### src/rtl/mem_arb_pkg.sv
// Shared types and defaults for the external-memory arbiter between the I-cache and D-cache refill engines.
package mem_arb_pkg;

    typedef enum logic [1:0] {
        ARB_IDLE    = 2'd0,
        ARB_IC_XFER = 2'd1,
        ARB_DC_XFER = 2'd2,
        ARB_DONE    = 2'd3
    } arb_state_e;

    typedef enum logic {
        ARB_OWNER_IC = 1'b0,
        ARB_OWNER_DC = 1'b1
    } arb_owner_e;

    localparam int ARB_BURST_LEN  = 4;
    localparam int ARB_WORD_OFF_W = 2;

    // Byte-offset width of a line: word index bits plus the byte-in-word bits.
    function automatic int line_off_w(input int cnt_w);
        return cnt_w + ARB_WORD_OFF_W;
    endfunction

endpackage

### src/rtl/mem_arb_burst_cnt.sv
// Word counter for one line burst: clear at grant, step on each memory acknowledge, flag the final word.
module mem_arb_burst_cnt #(
    parameter int BURST_LEN = 4,
    parameter int CNT_W     = 2
) (
    input  logic             clk,
    input  logic             rst,
    input  logic             clr_i,
    input  logic             inc_i,
    output logic [CNT_W-1:0] cnt_o,
    output logic             last_o
);

    logic [CNT_W-1:0] cnt_q, cnt_d;

    always_comb begin
        cnt_d = cnt_q;
        if (clr_i) begin
            cnt_d = '0;
        end else if (inc_i) begin
            // BURST_LEN is a power of two, so the final increment wraps to 0.
            cnt_d = cnt_q + 1'b1;
        end
    end

    always_ff @(posedge clk) begin
        if (rst) begin
            cnt_q <= '0;
        end else begin
            cnt_q <= cnt_d;
        end
    end

    assign cnt_o  = cnt_q;
    assign last_o = (cnt_q == CNT_W'(BURST_LEN - 1));

endmodule

### src/rtl/mem_arbiter.sv
// Round-robin arbiter sharing the single memory port between I-cache refills and D-cache refill/writeback bursts.
module mem_arbiter
    import mem_arb_pkg::*;
#(
    parameter int ADDR_W    = 32,
    parameter int DATA_W    = 32,
    parameter int BURST_LEN = ARB_BURST_LEN,
    parameter int CNT_W     = 2
) (
    input  logic              clk,
    input  logic              rst,

    input  logic              ic_req,
    input  logic [ADDR_W-1:0] ic_addr,
    output logic              ic_grant,
    output logic              ic_rvalid,
    output logic              ic_done,

    input  logic              dc_req,
    input  logic              dc_we,
    input  logic [ADDR_W-1:0] dc_addr,
    input  logic [DATA_W-1:0] dc_wdata,
    output logic              dc_wready,
    output logic              dc_grant,
    output logic              dc_rvalid,
    output logic              dc_done,

    output logic [CNT_W-1:0]  burst_idx,
    output logic              mem_req,
    output logic              mem_we,
    output logic [ADDR_W-1:0] mem_addr,
    output logic [DATA_W-1:0] mem_wdata,
    input  logic [DATA_W-1:0] mem_rdata,
    input  logic              mem_ack
);

    localparam int OFF_W  = line_off_w(CNT_W);
    localparam int BASE_W = ADDR_W - OFF_W;

    arb_state_e        state_q, state_d;
    arb_owner_e        owner_q, owner_d;
    logic [BASE_W-1:0] base_q, base_d;
    logic              we_q, we_d;

    logic              xfer;
    logic              cnt_clr;
    logic              cnt_inc;
    logic              cnt_last;

    // Line-offset address bits and read data are consumed by the caches, not here.
    logic unused_bits;
    assign unused_bits = ^{ic_addr[OFF_W-1:0], dc_addr[OFF_W-1:0], mem_rdata};

    assign xfer    = (state_q == ARB_IC_XFER) || (state_q == ARB_DC_XFER);
    assign cnt_inc = xfer && mem_ack;

    always_comb begin
        state_d = state_q;
        owner_d = owner_q;
        base_d  = base_q;
        we_d    = we_q;
        cnt_clr = 1'b0;
        unique case (state_q)
            ARB_IDLE: begin
                // owner_q holds the last grant: the other side wins a tie.
                if (dc_req && (!ic_req || owner_q == ARB_OWNER_IC)) begin
                    state_d = ARB_DC_XFER;
                    owner_d = ARB_OWNER_DC;
                    base_d  = dc_addr[ADDR_W-1:OFF_W];
                    we_d    = dc_we;
                    cnt_clr = 1'b1;
                end else if (ic_req && (!dc_req || owner_q == ARB_OWNER_DC)) begin
                    state_d = ARB_IC_XFER;
                    owner_d = ARB_OWNER_IC;
                    base_d  = ic_addr[ADDR_W-1:OFF_W];
                    we_d    = 1'b0;
                    cnt_clr = 1'b1;
                end
            end
            ARB_IC_XFER, ARB_DC_XFER: begin
                if (mem_ack && cnt_last) begin
                    state_d = ARB_DONE;
                end
            end
            ARB_DONE: begin
                state_d = ARB_IDLE;
            end
            default: begin
                state_d = ARB_IDLE;
            end
        endcase
    end

    always_ff @(posedge clk) begin
        if (rst) begin
            state_q <= ARB_IDLE;
            owner_q <= ARB_OWNER_IC;
            base_q  <= '0;
            we_q    <= 1'b0;
        end else begin
            state_q <= state_d;
            owner_q <= owner_d;
            base_q  <= base_d;
            we_q    <= we_d;
        end
    end

    mem_arb_burst_cnt #(
        .BURST_LEN (BURST_LEN),
        .CNT_W     (CNT_W)
    ) u_burst_cnt (
        .clk    (clk),
        .rst    (rst),
        .clr_i  (cnt_clr),
        .inc_i  (cnt_inc),
        .cnt_o  (burst_idx),
        .last_o (cnt_last)
    );

    // Control outputs decode registered state only; strobes follow mem_ack combinationally.
    assign mem_req   = xfer;
    assign ic_grant  = (state_q == ARB_IC_XFER);
    assign dc_grant  = (state_q == ARB_DC_XFER);
    assign ic_done   = (state_q == ARB_DONE) && (owner_q == ARB_OWNER_IC);
    assign dc_done   = (state_q == ARB_DONE) && (owner_q == ARB_OWNER_DC);
    assign mem_we    = we_q && (state_q == ARB_DC_XFER);
    assign mem_addr  = {base_q, burst_idx, 2'b00};
    assign mem_wdata = dc_wdata;

    assign ic_rvalid = mem_ack && (state_q == ARB_IC_XFER);
    assign dc_rvalid = mem_ack && (state_q == ARB_DC_XFER) && !we_q;
    assign dc_wready = mem_ack && (state_q == ARB_DC_XFER) && we_q;

endmodule

### config.mk
export PLATFORM = sky130hd
export DESIGN_NAME = mem_arbiter
export DESIGN_NICKNAME = d
export VERILOG_FILES = /design/src/rtl/mem_arb_pkg.sv /design/src/rtl/mem_arb_burst_cnt.sv /design/src/rtl/mem_arbiter.sv
export SDC_FILE = /design/constraint.sdc
export NUM_CORES = 1
export LEC_CHECK = 0
export BUFFER_PORTS_ARGS = -buffer_cell sky130_fd_sc_hd__buf_2
export CAP_MARGIN = 20
export CORE_UTILIZATION = 30
export DETAILED_ROUTE_END_ITERATION = 16
export PLACE_DENSITY = 0.73
export RECOVER_POWER = 50
export SKIP_CTS_REPAIR_TIMING = 1
export SLEW_MARGIN = 20
export SYNTH_ARGS = -nofsm -noshare
export SYNTH_HDL_FRONTEND = slang
export SYNTH_SLANG_ARGS = --single-unit
export TNS_END_PERCENT = 1
### constraint.sdc
create_clock -name clk -period 2.1 [get_ports clk]
set_clock_uncertainty 0.15 [all_clocks]
set_input_delay 0.315 -clock clk [delete_from_list [all_inputs] [get_ports clk]]
set_output_delay 0.315 -clock clk [all_outputs]
set_load 0.02 [all_outputs]
==> out/results.txt, run 1 <==
Run status = finished, final reports clean
Critical-path top delay cell = nor3_4
Initial antenna violation count = 0
Hold_sp = dc_addr[21]
Synthesized area per cell = 10.31 um^2
Post-route DRC = 0
DRT Pass-1 Iters = 4
R2r endpoint = base_q[4]$_SDFFE_PP0P_
GRT Overall Usage = 0.1327
Seq cells post-synth = 34
Buffers and inverters on the worst path = 2
R2R Setup Slk = 0.36 ns
Final setup fails = 0
Number of synthesized flops with an enable pin = 0
Pwr Density = 1236 nW/um^2
1st-iter DRT viols = 32
Final layout net count = 389
Row cnt = 28
Total CTS buffers = 5
Worst Hold Path Cells = 2
CTS clk-pin slew, worst paths = 0.07 ns
Clock buffer depth = 2
WL final = 4.460 mm
CTS root buffer = clkbuf_8
CP cell instances = inv_1 > ha_1 > nand2_1 > nor3_4 > buf_6 > a221o_1
Full die area = 6542 um^2
Fin. Hold Viols = 0
Via/cell ratio = 4.865
Remaining Overflow, GRT = 0
Top delay family on crit path = simple AND/OR/NAND/NOR gates
Clock Latency Late Sink = 0.28 ns
Post-synthesis async set-or-reset flop share = 0
Worst Setup Start Kind = flop
Hold crit path type = primary input to flop
Post-detail-place hpwl = 3.202 mm
Cells after DPL = 317
Share of layout cells above drive strength 1 = 0.4024
CORE AREA = 5956 um^2
Critical path's largest stage delay = 0.39 ns
Fmax = 0.5746 GHz
Antenna Diode Count = 0
Max VDD drop = 0.8077 mV
Die height = 80.89 um
Area grow syn2layout = 18.97%
Vias post-DR = 1586
Min cycle time layout = 1.740 ns
Routability cong. = 0.7015
Worst reg2reg path depth = 6
Commonest non-fill, non-tap cell in the layout = buf_2
Tot Pwr = 2.744 mW
Final worst setup slack = 0.3596 ns
Met3 WL post-DR = 402 um
Num ports = 209
Dpl ws = -0.01747 ns
Most frequent cells in the layout = buf_2 (81), dfxtp_1 (34), nor3b_1 (28), a221o_1 (28), clkbuf_1 (22)
IO buf count = 102
Routed len/inst = 13.68 um
CP Capture Type = flop
Total of max-cap violations = 0
Leak Pwr = 1.014 nW
Initial Util = 0.3134
First-pass GRT wire length = 6.596 mm
Top sig layer = met4
Ratio of final minimum period to clock period = 0.8288
DR WL met2 = 2.205 mm
WHS Endpoint = base_q[17]$_SDFFE_PP0P_
Met1 WL = 1.826 mm
RSZ-0062 raised after global routing = false
Setup TNS = 0 ns
H-tree Lvls = 2
Mapped cell area = 1867 um^2
DIE WIDTH = 80.89 um
Max FO, Critical Path = 21
Ys Warns = 0
Number of library cell types mapped by synthesis = 35
Synth Instances = 181
CP arrival = 1.81 ns
CTS tree = built
Reg2reg start = state_q[1]$_SDFFE_PP0P_
Prevailing post-synth register cell = dfxtp_1
Data required time at the worst endpoint = 2.17 ns
Routed Antenna Nets = 0
Vias in the first global route = 1409
Max Slew Vio Count = 0
Fin cells = 326
CTS sink cnt = 34
Critical path class = flop to flop
Sequential area share after synthesis = 0.3646
Largest net degree at the start of global routing = 30
==> cells by family after synthesis <==
| logic type | after synthesis | synth area share |
|---|---|---|
| AO/OA/AOI/OAI | 37 | 0.1877 |
| XOR/XNOR | 1 | 0.004693 |
| adder cells (fa/ha/maj) | 5 | 0.03351 |
| buffers and inverters | 51 | 0.2091 |
| flip-flops | 34 | 0.3646 |
| multiplexers | 2 | 0.01072 |
| other | 1 | 0.002009 |
| AND/OR/NAND/NOR | 50 | 0.1877 |
==> final cells by class <==
type	instances	area, um^2
sequential	34	680.7
timing repair buffer	110	548.0
clock buffer	7	86.33
clock inverter	1	5.005
tap	75	93.84
fill	624	3735
multi-input combinational	97	799.5
inverter	2	7.507
==> how the worst max path moves through the flow <==
stage | cells past startpoint | to | startpoint | slack (ns)
6_report | 6 | base_q[4]$_SDFFE_PP0P_ | state_q[1]$_SDFFE_PP0P_ | 0.36
5_1_grt | 6 | base_q[4]$_SDFFE_PP0P_ | state_q[1]$_SDFFE_PP0P_ | 0.23
4_1_cts | 5 | base_q[4]$_SDFFE_PP0P_ | state_q[1]$_SDFFE_PP0P_ | -0.05
3_5_place_dp | 5 | base_q[18]$_SDFFE_PP0P_ | state_q[1]$_SDFFE_PP0P_ | -0.02
3_3_place_gp | 5 | base_q[27]$_SDFFE_PP0P_ | state_q[1]$_SDFFE_PP0P_ | 0.01
2_1_floorplan | 7 | base_q[11]$_SDFFE_PP0P_ | state_q[0]$_SDFFE_PP0P_ | 0.43
==> per-stage QoR <==
stage               hold slack, ns    util  area [um^2]
floorplan                   0.2837       -         1871
global placement            0.3461  0.3601         2145
detailed placement          0.3506  0.3601         2145
CTS                        0.08911  0.3754         2236
global route               0.09497  0.3729         2221
finish                      0.1045  0.3729         2221
==> Yosys cell counts (all sizes together), types with 3 or more instances <==
| master | instances | area, um^2 |
|---|---|---|
| clkbuf | 3 | 25.02 |
| and2 | 3 | 18.77 |
| a221o | 28 | 280.3 |
| nor3 | 3 | 26.28 |
| ha | 5 | 62.56 |
| nor2 | 4 | 15.01 |
| buf | 46 | 357.8 |
| nor3b | 28 | 210.2 |
| nand2 | 5 | 21.27 |
| dfxtp | 34 | 680.7 |
==> state kept, by name, indices dropped and copies added (netlist names) <==
name / count
base_q: 28
state_q: 2
u_burst_cnt.cnt_o: 2
owner_q: 1
we_q: 1
==> layer usage <==
layer	global-route usage	vias to the layer above
met3	0.04607	4
met1	0.1436	720
met2	0.2378	90
met5	0	-
li1	-	772
met4	0.04643	0
==> power breakdown <==
group / switching [mW] / internal [mW]
Combinational: 0.797 / 0.543
Sequential: 0.0800 / 0.822
Clock: 0.237 / 0.265
Total: 1.11 / 1.63
No activity file was read; power rests on OpenSTA's default activity.
==> run 2: changes to the inputs <==
--- a/config.mk
+++ b/config.mk
@@ -9,7 +9,7 @@
 export CAP_MARGIN = 20
 export CORE_UTILIZATION = 30
 export DETAILED_ROUTE_END_ITERATION = 16
-export PLACE_DENSITY = 0.73
+export PLACE_DENSITY = 0.76
 export RECOVER_POWER = 50
 export SKIP_CTS_REPAIR_TIMING = 1
 export SLEW_MARGIN = 20
==> constraint.sdc (replaced) <==
create_clock -name clk -period 1.6 [get_ports clk]
set_clock_uncertainty 0.15 [all_clocks]
set_input_delay 0.24 -clock clk [delete_from_list [all_inputs] [get_ports clk]]
set_output_delay 0.24 -clock clk [all_outputs]
set_load 0.02 [all_outputs]
==> out/results.txt, run 2 (synthesis results as in run 1) <==
Routed Antenna Nets = 0
Routability cong. = 0.6919
Failing checks = setup timing
H-tree Lvls = 2
Area grow syn2layout = 32.17%
Total CTS buffers = 5
Remaining Overflow, GRT = 0
Fin. Hold Viols = 0
Vias post-DR = 1649
Max Slew Vio Count = 0
Post-route DRC = 0
Routed len/inst = 13.64 um
Fmax = 0.6239 GHz
Reg2reg start = state_q[0]$_SDFFE_PP0P_
Initial Util = 0.3134
Hold crit path type = primary input to flop
Sw frac = 0.3901
CORE AREA = 5956 um^2
WL final = 4.542 mm
1st-iter DRT viols = 45
Clock buffer depth = 2
Full die area = 6542 um^2
Data required time at the worst endpoint = 1.21 ns
CP arrival = 1.21 ns
Reg with most FFs = base_q
Worst reg2reg path depth = 6
Worst Hold Path Cells = 2
Row cnt = 28
Clock Latency Late Sink = 0.27 ns
Combinational share of power = 0.555
Worst Setup Start Kind = flop
Dpl ws = -0.4842 ns
Die height = 80.89 um
DIE WIDTH = 80.89 um
Via/cell ratio = 4.952
Sequential share of power = 0.297
WHS Endpoint = base_q[24]$_SDFFE_PP0P_
CP Capture Type = output pin
Most frequent cells in the layout = buf_2 (92), dfxtp_1 (32), nor3b_1 (28), a221o_1 (28)
Switch Pwr = 1.563 mW
Antenna Diode Count = 0
Leak Pwr = 1.139 nW
Max reg flops = 28
IO buf count = 102
P_int = 2.444 mW
Ratio of final minimum period to clock period = 1.002
CTS root buffer = clkbuf_8
Tot Pwr = 4.007 mW
Minimum hold slack = 0.03253 ns
Critical path class = flop to output pin
R2R Setup Slk = 0.01 ns
CTS tree = built
DRT Pass-1 Iters = 4
First-pass GRT wire length = 6.430 mm
Pwr Density = 1624 nW/um^2
R2r endpoint = base_q[3]$_SDFFE_PP0P_
Num ports = 209
CTS sink cnt = 34
CTS clk-pin slew, worst paths = 0.07 ns
Run status = finished, violations left
Max VDD drop = 0.6919 mV
Total of max-cap violations = 0
Final layout net count = 397
Vias in the first global route = 1413
Hold_sp = dc_addr[28]
Part of the power in the clock network = 0.148
Min cycle time layout = 1.603 ns
Max FO, Critical Path = 4
Commonest non-fill, non-tap cell in the layout = buf_2
Final setup fails = 1
RSZ-0062 raised after global routing = true
Post-detail-place hpwl = 3.237 mm
Final worst setup slack = -0.002861 ns
GRT Overall Usage = 0.1300
Share of layout cells above drive strength 1 = 0.5233
Largest net degree at the start of global routing = 29
Initial antenna violation count = 0
## run 2: power groups by stage
| stage | logic, mW | registers [mW] | clock network, mW |
|---|---|---|---|
| floorplan | 1.17 | 1.45 | 0 |
| CTS | 2.02 | 1.18 | 0.617 |
| detailed placement | 2.01 | 1.20 | 0 |
| finish | 2.23 | 1.19 | 0.591 |
| global placement | 1.97 | 1.20 | 0 |
| global route | 2.41 | 1.22 | 0.658 |
## run 2: how the worst max path moves through the flow
| stage | from | to | slack (ns) |
|---|---|---|---|
| finish | state_q[0]$_SDFFE_PP0P_ | dc_wready | -0.003 |
| global route | state_q[0]$_SDFFE_PP0P_ | dc_wready | -0.05 |
| CTS | state_q[0]$_SDFFE_PP0P_ | base_q[3]$_SDFFE_PP0P_ | -0.52 |
| detailed placement | state_q[0]$_SDFFE_PP0P_ | base_q[10]$_SDFFE_PP0P_ | -0.48 |
| global placement | state_q[0]$_SDFFE_PP0P_ | base_q[25]$_SDFFE_PP0P_ | -0.42 |
| floorplan | state_q[0]$_SDFFE_PP0P_ | base_q[11]$_SDFFE_PP0P_ | 0.004 |
## run 2: per-stage QoR
stage | util | instance area, um^2 | TNS [ns] | instances
final | 0.4143 | 2467 | -0.002861 | 333
after global placement | 0.3782 | 2252 | -11.65 | 324
after global routing | 0.4143 | 2467 | -0.9566 | 333
after floorplan | - | 1876 | 0 | 182
after detailed placement | 0.3782 | 2252 | -13.24 | 324
after CTS | 0.3910 | 2328 | -14.39 | 331
## run 2: cell type report
class,count,area (um^2)
well taps,75,93.84
flip-flops and latches,34,683.2
inverters,2,7.507
fillers,602,3488
repair buffers,118,740.7
clock buffers,7,76.32
multi-input cells,97,865.8
## run 2: metal layers
metal / GRT usage / vias to the layer above / part of all wire
li1: - / 787 / -
met1: 0.1523 / 765 / 0.41
met2: 0.2210 / 88 / 0.49
met3: 0.03371 / 9 / 0.081
met4: 0.05893 / 0 / 0.013
met5: 0 / - / 0
## run 2: critical path, cell delays in order (launching register included)
cell and delay (ns):
dfxtp_2 0.33, inv_2 0.05, buf_6 0.11, ha_4 0.15, and3_4 0.17, buf_6 0.12
==> run 3: changes to the inputs <==
--- a/config.mk
+++ b/config.mk
@@ -7,9 +7,13 @@
 export LEC_CHECK = 0
 export BUFFER_PORTS_ARGS = -buffer_cell sky130_fd_sc_hd__buf_2
 export CAP_MARGIN = 20
-export CORE_UTILIZATION = 30
+export CELL_PAD_IN_SITES_DETAIL_PLACEMENT = 1
+export CELL_PAD_IN_SITES_GLOBAL_PLACEMENT = 1
+export CORE_ASPECT_RATIO = 1.4
+export CORE_UTILIZATION = 20
 export DETAILED_ROUTE_END_ITERATION = 16
-export PLACE_DENSITY = 0.76
+export MAX_ROUTING_LAYER = met4
+export PLACE_DENSITY = 0.77
 export RECOVER_POWER = 50
 export SKIP_CTS_REPAIR_TIMING = 1
 export SLEW_MARGIN = 20
==> out/results.txt, run 3 (synthesis results as in run 1) <==
Clock Latency Late Sink = 0.27 ns
Hold crit path type = primary input to flop
Total CTS buffers = 5
IO buf count = 102
Leak Pwr = 1.112 nW
Final setup fails = 2
Top cell by count, worst path = buf_4
RSZ-0062 raised after global routing = true
Remaining Overflow, GRT = 0
Routed Antenna Nets = 0
Final worst setup slack = -0.005767 ns
Final layout net count = 394
CTS root buffer = clkbuf_16
Max VDD drop = 1.153 mV
WL final = 5.853 mm
Cells after DPL = 355
CP Capture Type = output pin
P_int = 2.856 mW
Dpl ws = -0.1203 ns
Largest net degree at the start of global routing = 20
Fin. Hold Viols = 0
Worst reg2reg path depth = 5
R2R Setup Slk = 0.09 ns
Clock buffer depth = 2
CTS sink cnt = 34
Worst Setup Start Kind = flop
Top delay family on crit path = flip-flops
Combinational share of power = 0.490
Run status = finished, violations left
Worst Setup SP = state_q[0]$_SDFFE_PP0P_
Most frequent cells in the layout = buf_2 (80), dfxtp_1 (32), nor3b_1 (28), a221o_1 (28), clkbuf_1 (19)
Initial antenna violation count = 0
Row cnt = 41
Register area = 683.2 um^2
Area grow syn2layout = 36.13%
Commonest non-fill, non-tap cell in the layout = buf_2
Area after DPL = 2310 um^2
Max Slew Vio Count = 0
Routed len/inst = 16.12 um
Min cycle time layout = 1.606 ns
Levels on crit path = 4
Full die area = 9730 um^2
Initial Util = 0.2068
Pwr Density = 1777 nW/um^2
Buffers and inverters on the worst path = 2
Part of the power in the clock network = 0.242
Switch Pwr = 1.658 mW
Final Core Density = 0.2815
Fmax = 0.6228 GHz
Via/cell ratio = 4.788
Ratio of final minimum period to clock period = 1.004
Critical path's largest stage delay = 0.32 ns
CP cell instances = buf_4 > ha_2 > and2b_1 > buf_4
R2r endpoint = base_q[21]$_SDFFE_PP0P_
DIE WIDTH = 83.65 um
Final Instance Area = 2541 um^2
Share of layout cells above drive strength 1 = 0.4766
CORE AREA = 9029 um^2
Total of max-cap violations = 0
Fin cells = 363
CTS clk-pin slew, worst paths = 0.05 ns
Sequential share of power = 0.268
1st-iter DRT viols = 65
Tot Pwr = 4.515 mW
Failing checks = setup timing
Reg with most FFs = base_q
H-tree Lvls = 2
Area occupied by multi-input gates = 860.8 um^2
Sw frac = 0.3673
Max reg flops = 28
Data required time at the worst endpoint = 1.21 ns
DRT Pass-1 Iters = 4
CTS tree = built
Die height = 116.3 um
Num ports = 209
GRT Overall Usage = 0.1220
Worst setup endpoint = ic_done
Critical path class = flop to output pin
First-pass GRT wire length = 8.749 mm
Vias in the first global route = 1782
Fillers = 1075
Post-route DRC = 0
Max FO, Critical Path = 3
Antenna Diode Count = 0
Routability cong. = 0.7478
Vias post-DR = 1738
Post-detail-place hpwl = 4.456 mm
Reg2reg start = state_q[1]$_SDFFE_PP0P_
Critical-path top delay cell = dfxtp_2
CP arrival = 1.22 ns
[run 3: cell count changes in the layout (fill, tap and decap cells not counted), sizes merged]
cell / change
bufinv: +1
buf: -16
clkbuf: +13
[run 3: area by class of cell]
class / instances / area share
well taps: 107 / 0.05268
multi-input cells: 97 / 0.3387
inverters: 2 / 0.002954
clock buffers: 7 / 0.05219
flip-flops and latches: 34 / 0.2688
clock inverters: 1 / 0.01182
repair buffers: 115 / 0.2728
[run 3: how the worst min path moves through the flow]
| stage | start | cells after the start | end |
|---|---|---|---|
| finish | dc_we | 2 | we_q$_SDFFE_PP0P_ |
| global route | dc_addr[24] | 2 | base_q[20]$_SDFFE_PP0P_ |
| CTS | dc_we | 2 | we_q$_SDFFE_PP0P_ |
| detailed placement | ic_addr[5] | 2 | base_q[1]$_SDFFE_PP0P_ |
| global placement | dc_addr[4] | 2 | base_q[0]$_SDFFE_PP0P_ |
| floorplan | ic_req | 1 | owner_q$_SDFFE_PP0P_ |
[run 3: per-stage QoR]
stage	TNS, ns	hold slack [ns]
after global routing	-0.2313	0.02853
after detailed placement	-2.637	0.3180
after floorplan	0	0.2087
after CTS	-3.185	0.02582
final	-0.01014	0.03033
after global placement	-1.109	0.3115
[run 3: power groups by stage]
stage / Combinational [mW] / Clock (mW) / Sequential, mW
after floorplan: 1.17 / 0 / 1.45
after global placement: 2.03 / 0 / 1.20
after detailed placement: 2.09 / 0 / 1.22
after CTS: 2.10 / 1.13 / 1.20
after global routing: 2.41 / 1.17 / 1.24
final: 2.21 / 1.09 / 1.21
[run 3: worst register-to-register path, cell delays in order (launching register included)]
cell,delay (ns)
dfxtp_2,0.33
inv_2,0.05
ha_4,0.18
and4b_4,0.23
buf_12,0.16
a221o_1,0.30
[run 3: per-layer routing]
metal / vias up / GRT usage / part of all wire
li1: 782 / - / -
met1: 850 / 0.1116 / 0.34
met2: 69 / 0.2347 / 0.56
met3: 37 / 0.02686 / 0.057
met4: 0 / 0.06667 / 0.039
met5: - / - / 0
